===== src/rtl/sdram_rdret_32b_if.sv =====
// Read-return bus of the 32-bit SDRAM controller: the READ command strobe and
// pad data going in, steered beats and status coming out.
interface sdram_rdret_32b_if;
    logic [3:0]  rd_issue;
    logic [31:0] sdram_dq_i;
    logic [31:0] rd_data;
    logic [3:0]  rd_valid;
    logic        rd_first;
    logic        rd_last;
    logic        rd_trunc;
    logic        rd_busy;
    logic        rd_err;

    // Sequencer / pad side
    modport master (
        output rd_issue, sdram_dq_i,
        input  rd_data, rd_valid, rd_first, rd_last, rd_trunc, rd_busy, rd_err
    );

    // Read-return block side
    modport slave (
        input  rd_issue, sdram_dq_i,
        output rd_data, rd_valid, rd_first, rd_last, rd_trunc, rd_busy, rd_err
    );
endinterface


===== src/rtl/sdram_rdret_32b.sv =====
// Read-return path of the 32-bit SDRAM controller. Each READ is tagged with
// its bank and delayed through a tag pipe so that the tag emerges exactly one
// cycle before the first beat leaves the capture registers. A small burst FSM
// then steers BURST_LEN beats to that bank, handling seamless back-to-back
// bursts and READ interrupts.
module sdram_rdret_32b #(
    parameter int CAS_LAT   = 2,
    parameter int BURST_LEN = 4,
    parameter int CAP_DLY   = 1
) (
    input  logic             clk,
    input  logic             rst,
    sdram_rdret_32b_if.slave bus
);
    // Tag pipe depth: tag reaches the last stage one cycle before its beat 0
    // shows on rd_data, so the FSM can register rd_valid in step with data.
    localparam int         D         = CAS_LAT + CAP_DLY - 1;
    localparam logic [2:0] LAST_BEAT = 3'(BURST_LEN - 1);

    localparam logic [0:0] S_IDLE  = 1'b0;
    localparam logic [0:0] S_BURST = 1'b1;

    logic [3:0]                 issue_clean;
    logic                       issue_multi;
    logic [D-1:0][3:0]          tag_pipe;
    logic [CAP_DLY-1:0][31:0]   cap;
    logic [3:0]                 tag_out;
    logic                       tag_hit;
    logic [0:0]                 state;
    logic [3:0]                 bank_r;
    logic [2:0]                 beat_cnt;
    logic                       trunc_r;
    logic                       err_r;

    // Keep only the lowest requested bank; anything more is a sequencer fault.
    assign issue_clean = bus.rd_issue & (~bus.rd_issue + 4'd1);
    assign issue_multi = |(bus.rd_issue & (bus.rd_issue - 4'd1));

    assign tag_out = tag_pipe[D-1];
    assign tag_hit = |tag_out;

    // Tag pipe: one bank tag per cycle, empty tags for idle cycles.
    always_ff @(posedge clk or posedge rst) begin
        if (rst) begin
            tag_pipe <= '0;
        end else begin
            tag_pipe[0] <= issue_clean;
            for (int i = 1; i < D; i++) tag_pipe[i] <= tag_pipe[i-1];
        end
    end

    // Pad capture stages; the last stage is rd_data.
    always_ff @(posedge clk or posedge rst) begin
        if (rst) begin
            cap <= '0;
        end else begin
            cap[0] <= bus.sdram_dq_i;
            for (int i = 1; i < CAP_DLY; i++) cap[i] <= cap[i-1];
        end
    end

    // Multi-hot error strobe, one cycle after the offending issue.
    always_ff @(posedge clk or posedge rst) begin
        if (rst) err_r <= 1'b0;
        else     err_r <= issue_multi;
    end

    // Burst FSM: a new tag always restarts the counter; it counts as a
    // truncation only if the current burst had not reached its last beat.
    always_ff @(posedge clk or posedge rst) begin
        if (rst) begin
            state    <= S_IDLE;
            bank_r   <= 4'd0;
            beat_cnt <= 3'd0;
            trunc_r  <= 1'b0;
        end else begin
            trunc_r <= 1'b0;
            if (tag_hit) begin
                state    <= S_BURST;
                bank_r   <= tag_out;
                beat_cnt <= 3'd0;
                trunc_r  <= (state == S_BURST) && (beat_cnt != LAST_BEAT);
            end else if (state == S_BURST) begin
                if (beat_cnt == LAST_BEAT) begin
                    state    <= S_IDLE;
                    beat_cnt <= 3'd0;
                end else begin
                    beat_cnt <= beat_cnt + 3'd1;
                end
            end
        end
    end

    assign bus.rd_data  = cap[CAP_DLY-1];
    assign bus.rd_valid = (state == S_BURST) ? bank_r : 4'd0;
    assign bus.rd_first = (state == S_BURST) && (beat_cnt == 3'd0);
    assign bus.rd_last  = (state == S_BURST) && (beat_cnt == LAST_BEAT);
    assign bus.rd_trunc = trunc_r;
    assign bus.rd_busy  = (|tag_pipe) || (state == S_BURST);
    assign bus.rd_err   = err_r;
endmodule


===== src/flat_wrapper.sv =====
// flat-port wrapper written by rule: the top's interface ports become plain ports
module sdram_rdret_32b_flat 
#(
    parameter int CAS_LAT   = 2,
    parameter int BURST_LEN = 4,
    parameter int CAP_DLY   = 1
)
  (clk, rst, bus_rd_issue, bus_sdram_dq_i, bus_rd_data, bus_rd_valid, bus_rd_first, bus_rd_last, bus_rd_trunc, bus_rd_busy, bus_rd_err);
  sdram_rdret_32b_if bus_i ();
  input  logic clk;
  input  logic rst;
  input wire logic [$bits(bus_i.rd_issue)-1:0] bus_rd_issue;
  input wire logic [$bits(bus_i.sdram_dq_i)-1:0] bus_sdram_dq_i;
  output wire logic [$bits(bus_i.rd_data)-1:0] bus_rd_data;
  output wire logic [$bits(bus_i.rd_valid)-1:0] bus_rd_valid;
  output wire logic [$bits(bus_i.rd_first)-1:0] bus_rd_first;
  output wire logic [$bits(bus_i.rd_last)-1:0] bus_rd_last;
  output wire logic [$bits(bus_i.rd_trunc)-1:0] bus_rd_trunc;
  output wire logic [$bits(bus_i.rd_busy)-1:0] bus_rd_busy;
  output wire logic [$bits(bus_i.rd_err)-1:0] bus_rd_err;
  assign bus_i.rd_issue = bus_rd_issue;
  assign bus_i.sdram_dq_i = bus_sdram_dq_i;
  assign bus_rd_data = bus_i.rd_data;
  assign bus_rd_valid = bus_i.rd_valid;
  assign bus_rd_first = bus_i.rd_first;
  assign bus_rd_last = bus_i.rd_last;
  assign bus_rd_trunc = bus_i.rd_trunc;
  assign bus_rd_busy = bus_i.rd_busy;
  assign bus_rd_err = bus_i.rd_err;
  sdram_rdret_32b #(.CAS_LAT(CAS_LAT), .BURST_LEN(BURST_LEN), .CAP_DLY(CAP_DLY)) u_core (.clk(clk), .rst(rst), .bus(bus_i));
endmodule

===== config.mk =====
export PLATFORM = sky130hd
export DESIGN_NAME = sdram_rdret_32b_flat
export DESIGN_NICKNAME = d
export VERILOG_FILES = /design/src/rtl/sdram_rdret_32b_if.sv /design/src/rtl/sdram_rdret_32b.sv /design/src/flat_wrapper.sv
export SDC_FILE = /design/constraint.sdc
export NUM_CORES = 1
export LEC_CHECK = 0
export ABC_AREA = 1
export CAP_MARGIN = 15
export CORE_UTILIZATION = 40
export CTS_BUF_LIST = sky130_fd_sc_hd__clkbuf_8
export DETAILED_ROUTE_END_ITERATION = 8
export PLACE_DENSITY = 0.8
export SKIP_CTS_REPAIR_TIMING = 1
export SYNTH_ARGS = -nofsm -noshare
export SYNTH_HDL_FRONTEND = slang
export SYNTH_SLANG_ARGS = --single-unit

===== constraint.sdc =====
create_clock -name clk -period 3.5 [get_ports clk]
set_input_delay 0.35 -clock clk [delete_from_list [all_inputs] [get_ports clk]]
set_output_delay 0.35 -clock clk [all_outputs]
set_load 0.05 [all_outputs]

# Word-level counts from Yosys, hierarchy flattened
# Index checks and enable logic that the tools add are counted.
classes:
  reduce_logical: 9
  addsub: 3
  bitwise_logic: 3
  n_eq_ne: 2
  n_mux: 8
ops:
  columns: ["cell", "n"]
  rows:
  - ["2-to-1 mux 3 bit", 3]
  - ["AND 4 bit", 2]
  - ["OR reduction 4 bit", 2]
  - ["OR reduction 8 bit", 1]
  - ["adder 4 x 1 -> 4 bit, second input constant", 1]
  - ["2-to-1 mux 1 bit", 4]
  - ["2-to-1 mux 4 bit", 1]
  - ["NOT 4 bit", 1]
  - ["subtractor 4 x 1 -> 4 bit, second input constant", 1]
  - ["adder 3 x 1 -> 3 bit, second input constant", 1]
  - ["== test 3 x 2 -> 1 bit, second input constant", 1]
  - ["logical AND 1 bit", 3]
  - ["logical NOT 3 bit", 1]
  - ["inequality test 3 x 2 -> 1 bit, second input constant", 1]
  - ["nonzero test 2 bit", 1]
  - ["logical OR 1 bit", 1]
totals:
  inputBits: 38
  regBits: 50
  word_cells: 33
  out_inout_bits: 41

# Depth between registers and ports, before layout
# Gate-level depths: netlist of the first run.
depth:
  depth_word: 4
  depth_mapped: 5
  depth_no_buf: 5

# Worst setup path after synthesis of the first run
# OpenSTA, ideal clock, no wires.
synth_path:
  path_type: "flip-flop to output port"
  start: "register u_core.beat_cnt[0]"
  end: "output port bus_rd_last"
  arrival_time_ps: 1291
  path_stages_with_launch: 4
  required_time_ps: 3150
  path_slack_ps: 1859
  n_path_buf: 0
  cell_sequence: "dfrtp_1 -> ha_1 -> nand2_1 -> nor2_1"
synth_via:
  elab_chain_len: 2
synth_lines:
  columns: ["item", "line", "text"]
  rows:
  - ["start, declared", "sdram_rdret_32b.sv:31", "logic [2:0] beat_cnt;"]
  - ["start signal, assigned", "sdram_rdret_32b.sv:88", "beat_cnt <= beat_cnt + 3'd1;"]
  - ["== test 3 x 2 -> 1 bit", "sdram_rdret_32b.sv:97", "assign bus.rd_last = (state == S_BURST) && (beat_cnt == LAST_BEAT);"]
  - ["logical AND 1 bit", "sdram_rdret_32b.sv:97", null]
  - ["end, declared", "flat_wrapper.sv:17", "output wire logic [$bits(bus_i.rd_last)-1:0] bus_rd_last;"]
# Every way passes these cells.

# Worst setup path in the final report of the first run
layout_path:
  start: "register u_core.beat_cnt[0]"
  end: "output port bus_rd_first"
layout_via:
  elab_chain_len: 2
layout_lines:
  columns: ["item", "line", "text"]
  rows:
  - ["logical NOT 3 bit", "sdram_rdret_32b.sv:96", "assign bus.rd_first = (state == S_BURST) && (beat_cnt == 3'd0);"]
  - ["logical AND 1 bit", "sdram_rdret_32b.sv:96", null]
  - ["end, declared", "flat_wrapper.sv:16", "output wire logic [$bits(bus_i.rd_first)-1:0] bus_rd_first;"]
# Every way passes these cells.

==> results of run 1 <==
## power groups by stage
stage	clock network, W	registers [W]	logic, W
after CTS	0.000394	0.000619	0.000233
after floorplan	0	0.000704	0.0000515
after global placement	0	0.000628	0.000228
after global routing	0.000419	0.000622	0.000244
final	0.000382	0.000618	0.000230
after detailed placement	0	0.000630	0.000232
## sequential cells by signal, indices dropped and copies added (netlist names)
name,cells
u_core.tag_out,4
u_core.bus.rd_data,32
u_core.bus.rd_trunc,1
u_core.state,1
u_core.beat_cnt,3
u_core.tag_pipe,4
u_core.bank_r,4
u_core.bus.rd_err,1
## per-layer routing
layer  vias up  share of wire, %
met5         -                 0
met4         0               1.7
met3         5               6.3
met2        40                58
met1       517                34
li1        503                 -
## worst reg2reg max path, delay by kind of cell, from the launching register on
| kind | cells | cell delay, ns |
|---|---|---|
| and+or+nand+nor | 2 | 0.17 |
| DFF | 1 | 0.41 |
| AOI/OAI and AO/OA | 1 | 0.18 |
| adders and majority gates | 1 | 0.25 |
## area by class of cell
type | instances | area (um^2) | share of cell area (%)
tap | 48 | 60.1 | 2.40
inverter | 17 | 63.8 | 2.55
sequential | 50 | 1250 | 50.1
timing repair buffer | 78 | 781 | 31.2
clock buffer | 5 | 68.8 | 2.75
multi-input combinational | 45 | 236 | 9.46
clock inverter | 3 | 37.5 | 1.50
## through the flow
stage / worst slack [ns] / hold WS (ns) / cells / total power [W]
5_1_grt: 1.08 / 0.402 / 246 / 0.00128
3_5_place_dp: 1.56 / 0.365 / 238 / 0.000862
3_3_place_gp: 1.62 / 0.360 / 238 / 0.000856
4_1_cts: 1.22 / 0.385 / 246 / 0.00125
6_report: 1.23 / 0.379 / 246 / 0.00123
2_1_floorplan: 1.86 / 0.354 / 112 / 0.000755
## placed cells by master (no fill, tap or decap), types with 2 or more instances in the layout
cell,netlist,final
nor2_1,9,9
clkdlybuf4s50_1,0,78
nand2_1,22,22
inv_2,3,4
dfrtp_1,50,50
ha_1,2,2
nor3_1,2,2
nand4_1,3,3
nand3_1,2,2
clkbuf_8,0,5
inv_1,14,15
## worst min-delay path by stage
stage                                   end  slack [ns]
after floorplan           u_core.tag_out[1]        0.35
after global placement    u_core.tag_out[0]        0.36
after detailed placement  u_core.tag_out[2]        0.36
after CTS                 u_core.tag_out[2]        0.38
after global routing      u_core.tag_out[0]        0.40
final                     u_core.tag_out[2]        0.38
## kinds of logic after synthesis
family | count (synthesis) | share of synthesized area [%]
AOI/OAI and AO/OA | 2 | 1.53
adders and majority gates | 2 | 1.61
buffers and inverters | 17 | 4.11
DFF | 50 | 80.6
and+or+nand+nor | 41 | 12.1
==> impl_metrics.csv, run 1 <==
group,metric,value,unit
outcome,status,"finished, final reports clean",
critical_path,crit_arrival,1.92,ns
power,switching_share,26.6,%
power,p_per_area,493,mW/mm^2
clock_network,clock_sinks,50,
clock_network,clockBufferDepth,2,
drt,firstDrtPassIters,6,
power,p_sw,0.000327,W
logic_synthesis,synthTopCellsByArea,"dfrtp_1 (81%), nand2_1 (5.3%), inv_1 (3.4%), nor2_1 (2.2%), ha_1 (1.6%)",
drt,routedWlPerCell,13.4,um
logic_synthesis,ys_types,14,
logic_synthesis,async_flop_share,100,%
logic_synthesis,syn_area_per_cell,13.9,um^2
logic_synthesis,synthesis.nets,152,
sta,hold_violations,0,
critical_path,path_max_fanout,3,
logic_synthesis,synth.yosys.seq_area_share,80.6,%
drt,drt_wl_total,3300,um
place,portBuffers,78,
worst_hold_path,worst_hold_startpoint,"u_core.tag_pipe[2]",
critical_path,crit_path_end,"bus_rd_first",
drt,ant_nets,0,
sta,min_period,2.27,ns
worst_hold_path,holdPathStages,0,
sta,tightest_slew,0.958,ns
drt,via_per_inst,4.33,
run,maxCapViolCount,0,
cells_and_area,syn2layout_area_growth,61.0,%
sta,fmax,0.440,GHz
global_routing,grt_util_all_layers,18.9,%
power,p_seq_share,50.2,%
cells_and_area,drive_gt1_share,7.07,%
power,p_comb_share,18.7,%
clock_network,clock_latency,0.30,ns
global_routing,grt_first_pass_wirelength,5700,um
critical_path,reg2reg_setup_slack,2.44,ns
critical_path,timing.rr.start,"u_core.beat_cnt[0]",
global_routing,grt_pass1_vias,1233,
drt,drc,0,
drt,drtIter0Drc,54,
sta,final_max_slew_viol_count,0,
cells_and_area,num-fill-cells,271,
global_routing,met3_usage,7.14,%
worst_hold_path,hold_path_class,"register to register",
critical_path,cp_slowest_cell,"clkdlybuf4s50_1",
power,p_int,0.000904,W
logic_synthesis,synth-edff-count,0,
clock_network,clk_pin_slew,0.08,ns
critical_path,r2r_end,"u_core.beat_cnt[1]",
critical_path,required,3.15,ns
critical_path,start_kind,"register",
sta,slew_headroom,36.0,%
die,placementRows,22,
global_routing,grt-busiest-layer,"met2",
sta,grt_setup_unrepaired,"false",
sta,min_period_over_period,64.9,%
drt,vias,1065,
global_routing,grtUsageMet1,18.5,%
clock_network,cts_buffers,5,
logic_synthesis,yosys.area.top_type_share,80.6,%
place,globalplace.congestion,0.761,
place,dpl_cell_area,0.00239,mm^2
global_routing,use_met2,35.8,%
critical_path,critPathKind,"register to output port",
die,initial_core_util,42.1,%
sta,setup_tns,0,ns
power,power.static_leakage,1.17,nW
die,die-area,0.00413,mm^2
logic_synthesis,synth_seq_cells,50,
critical_path,path_buf_inv,2,
place,place_hpwl,2590,um
critical_path,cpPeakStageDelay,0.81,ns
power,vdd_ir_drop_max,0.316,mV
clock_network,cts_tree,"done",
die,pin_count,79,
global_routing,grt_max_degree,51,
die,coreArea,0.00369,mm^2
sta,skew,0.00359,ns
global_routing,overflow,0,
cells_and_area,nets,237,
logic_synthesis,syn_area,0.00155,mm^2
critical_path,r2r.worst_path.cells,4,
critical_path,cp_top_family,"buffers and inverters",
critical_path,cp-startpoint,"u_core.beat_cnt[0]",
critical_path,path_depth,5,
clock_network,cts_root_buf,"clkbuf_8",
critical_path,critical_path.endpoint_type,"output port",
cells_and_area,postLayoutCoreUtil,67.7,%
logic_synthesis,synth_ff_type,"dfrtp_1",
clock_network,htree_levels,2,
power,p_clk_share,31.1,%
cells_and_area,design_area,0.00250,mm^2
logic_synthesis,synth.most_common_cell,"dfrtp_1",
logic_synthesis,ys_warn_count,0,
logic_synthesis,syn_inst,112,
cells_and_area,antenna_cells,0,
global_routing,antenna_found_initial,0,
critical_path,cp_cell_sequence,"inv_1, ha_1, nand2_1, nor2_1, clkdlybuf4s50_1",
logic_synthesis,synth_area_leader_cell,"dfrtp_1",
sta,setup_viol_count_final,0,
die,die_height,64.3,um
die,die_width,64.3,um
logic_synthesis,synth_common_cells,"dfrtp_1 (50), nand2_1 (22), inv_1 (14)",
No activity file was read; power rests on OpenSTA's default activity.
==> inputs of run 2 (changes only) <==
clock period = 2.1 ns   (was 3.5 ns; I/O delays follow)
==> impl_metrics.csv, run 2 (synthesis gave the netlist of run 1 again) <==
group,metric,value,unit
outcome,status,"finished, final reports clean",
critical_path,critical_path.endpoint_type,"output port",
drt,drc,0,
power,p_per_area,797,mW/mm^2
power,power.static_leakage,1.17,nW
cells_and_area,syn2layout_area_growth,61.1,%
global_routing,met3_usage,5.89,%
critical_path,reg2reg_setup_slack,1.05,ns
sta,hold_violations,0,
drt,firstDrtPassIters,4,
die,die_height,64.3,um
clock_network,cts_root_buf,"clkbuf_8",
clock_network,clk_pin_slew,0.09,ns
die,die_width,64.3,um
drt,drtIter0Drc,56,
critical_path,crit_arrival,1.70,ns
sta,fmax,0.523,GHz
global_routing,overflow,0,
drt,routedWlPerCell,13.3,um
place,place_hpwl,2670,um
place,globalplace.congestion,0.770,
critical_path,path_max_fanout,7,
drt,drt_wl_total,3300,um
die,coreArea,0.00369,mm^2
sta,min_period,1.91,ns
global_routing,grt_pass1_vias,1226,
die,placementRows,22,
global_routing,use_met2,33.3,%
cells_and_area,antenna_cells,0,
cells_and_area,drive_gt1_share,9.50,%
sta,skew,0.00344,ns
global_routing,grt_util_all_layers,18.4,%
drt,via_per_inst,4.40,
cells_and_area,layout_commonest_cell,"clkdlybuf4s50_1",
cells_and_area,largest_reg_flops,32,
global_routing,grt-busiest-layer,"met2",
critical_path,start_kind,"register",
run,maxCapViolCount,0,
clock_network,cts_tree,"done",
global_routing,grt_first_pass_wirelength,5500,um
critical_path,critPathKind,"register to output port",
die,die-area,0.00413,mm^2
drt,vias,1092,
cells_and_area,postLayoutCoreUtil,67.8,%
worst_hold_path,hold_path_class,"primary input to asynchronous set/reset pin",
place,portBuffers,78,
cells_and_area,stdcell_count,248,
cells_and_area,mostFrequentLayoutCells,"clkdlybuf4s50_1 (75), dfrtp_1 (50), nand2_1 (22)",
sta,slew_headroom,63.1,%
die,pin_count,79,
critical_path,r2r_end,"u_core.beat_cnt[1]",
clock_network,cts_buffers,5,
global_routing,antenna_found_initial,0,
sta,min_period_over_period,91.0,%
sta,tightest_slew,0.553,ns
sta,final_max_slew_viol_count,0,
cells_and_area,nets,239,
critical_path,timing.rr.start,"u_core.beat_cnt[0]",
clock_network,clock_latency,0.30,ns
critical_path,required,1.89,ns
global_routing,grtUsageMet1,17.9,%
global_routing,grt_max_degree,29,
sta,setup_tns,0,ns
clock_network,clock_sinks,50,
sta,grt_setup_unrepaired,"false",
place,dpl.cell_count,240,
die,initial_core_util,42.1,%
power,vdd_ir_drop_max,0.629,mV
clock_network,htree_levels,2,
critical_path,r2r.worst_path.cells,4,
sta,setup_viol_count_final,0,
clock_network,clockBufferDepth,2,
drt,ant_nets,0,
==> run 2: changes by cell type in the layout (fill, tap and decap cells not counted), sizes merged <==
cell / delta
buf: +4
clkbuf: +1
bufinv: -1
clkdlybuf4s50: -3
dlymetal6s2s: +1
==> run 2: per-stage QoR <==
step                      area [um^2]  power [W]  hold WS (ns)  setup WS, ns
after floorplan                  1550    0.00126         0.241         0.599
final                            2500    0.00199         0.278         0.190
after detailed placement         2400    0.00144         0.361         0.326
after global placement           2400    0.00143         0.361         0.349
after CTS                        2500    0.00202         0.297       -0.0345
after global routing             2500    0.00207         0.325        0.0794
==> run 2: report_power, final <==
part           switching [W]  leakage, nW  internal (W)
Combinational       0.000235        0.524      0.000150
Clock               0.000310       0.0530      0.000267
Sequential         0.0000185        0.597       0.00101
Total               0.000564         1.17       0.00143
==> run 2: layer usage <==
layer	up-vias	wire, um
met1	530	1120
met3	11	213
met2	42	1850
li1	509	-
met4	0	118
met5	-	0
==> run 2: final cells by class <==
type,count,area (um^2)
Fill cell,275,1190
Clock buffer,6,82.6
Timing Repair Buffer,80,793
Clock inverter,2,12.5
Tap cell,48,60.1
Multi-Input combinational cell,45,236
Sequential cell,50,1250
Inverter,17,63.8
==> run 2: worst max-delay path, cell delays in order, from the launching register on <==
cell and delay (ns):
dfrtp_1 0.47, nand2_1 0.07, inv_1 0.06, clkdlybuf4s50_1 0.80
==> run 2: worst max-delay path by stage <==
stage                            start               to  slack (ns)  depth (start not counted)
floorplan           u_core.beat_cnt[0]      bus_rd_last        0.60                          3
global placement     u_core.tag_out[2]      bus_rd_busy        0.35                          5
detailed placement   u_core.tag_out[2]      bus_rd_busy        0.33                          5
CTS                  u_core.tag_out[2]      bus_rd_busy       -0.03                          5
global route              u_core.state  bus_rd_valid[2]        0.08                          3
finish                    u_core.state  bus_rd_valid[2]        0.19                          3
==> inputs of run 3 (changes only) <==
SLEW_MARGIN = 10   (was default)
==> results of run 3 <==
Same layout as run 2: the final DEF is identical, and so are final timing and power.
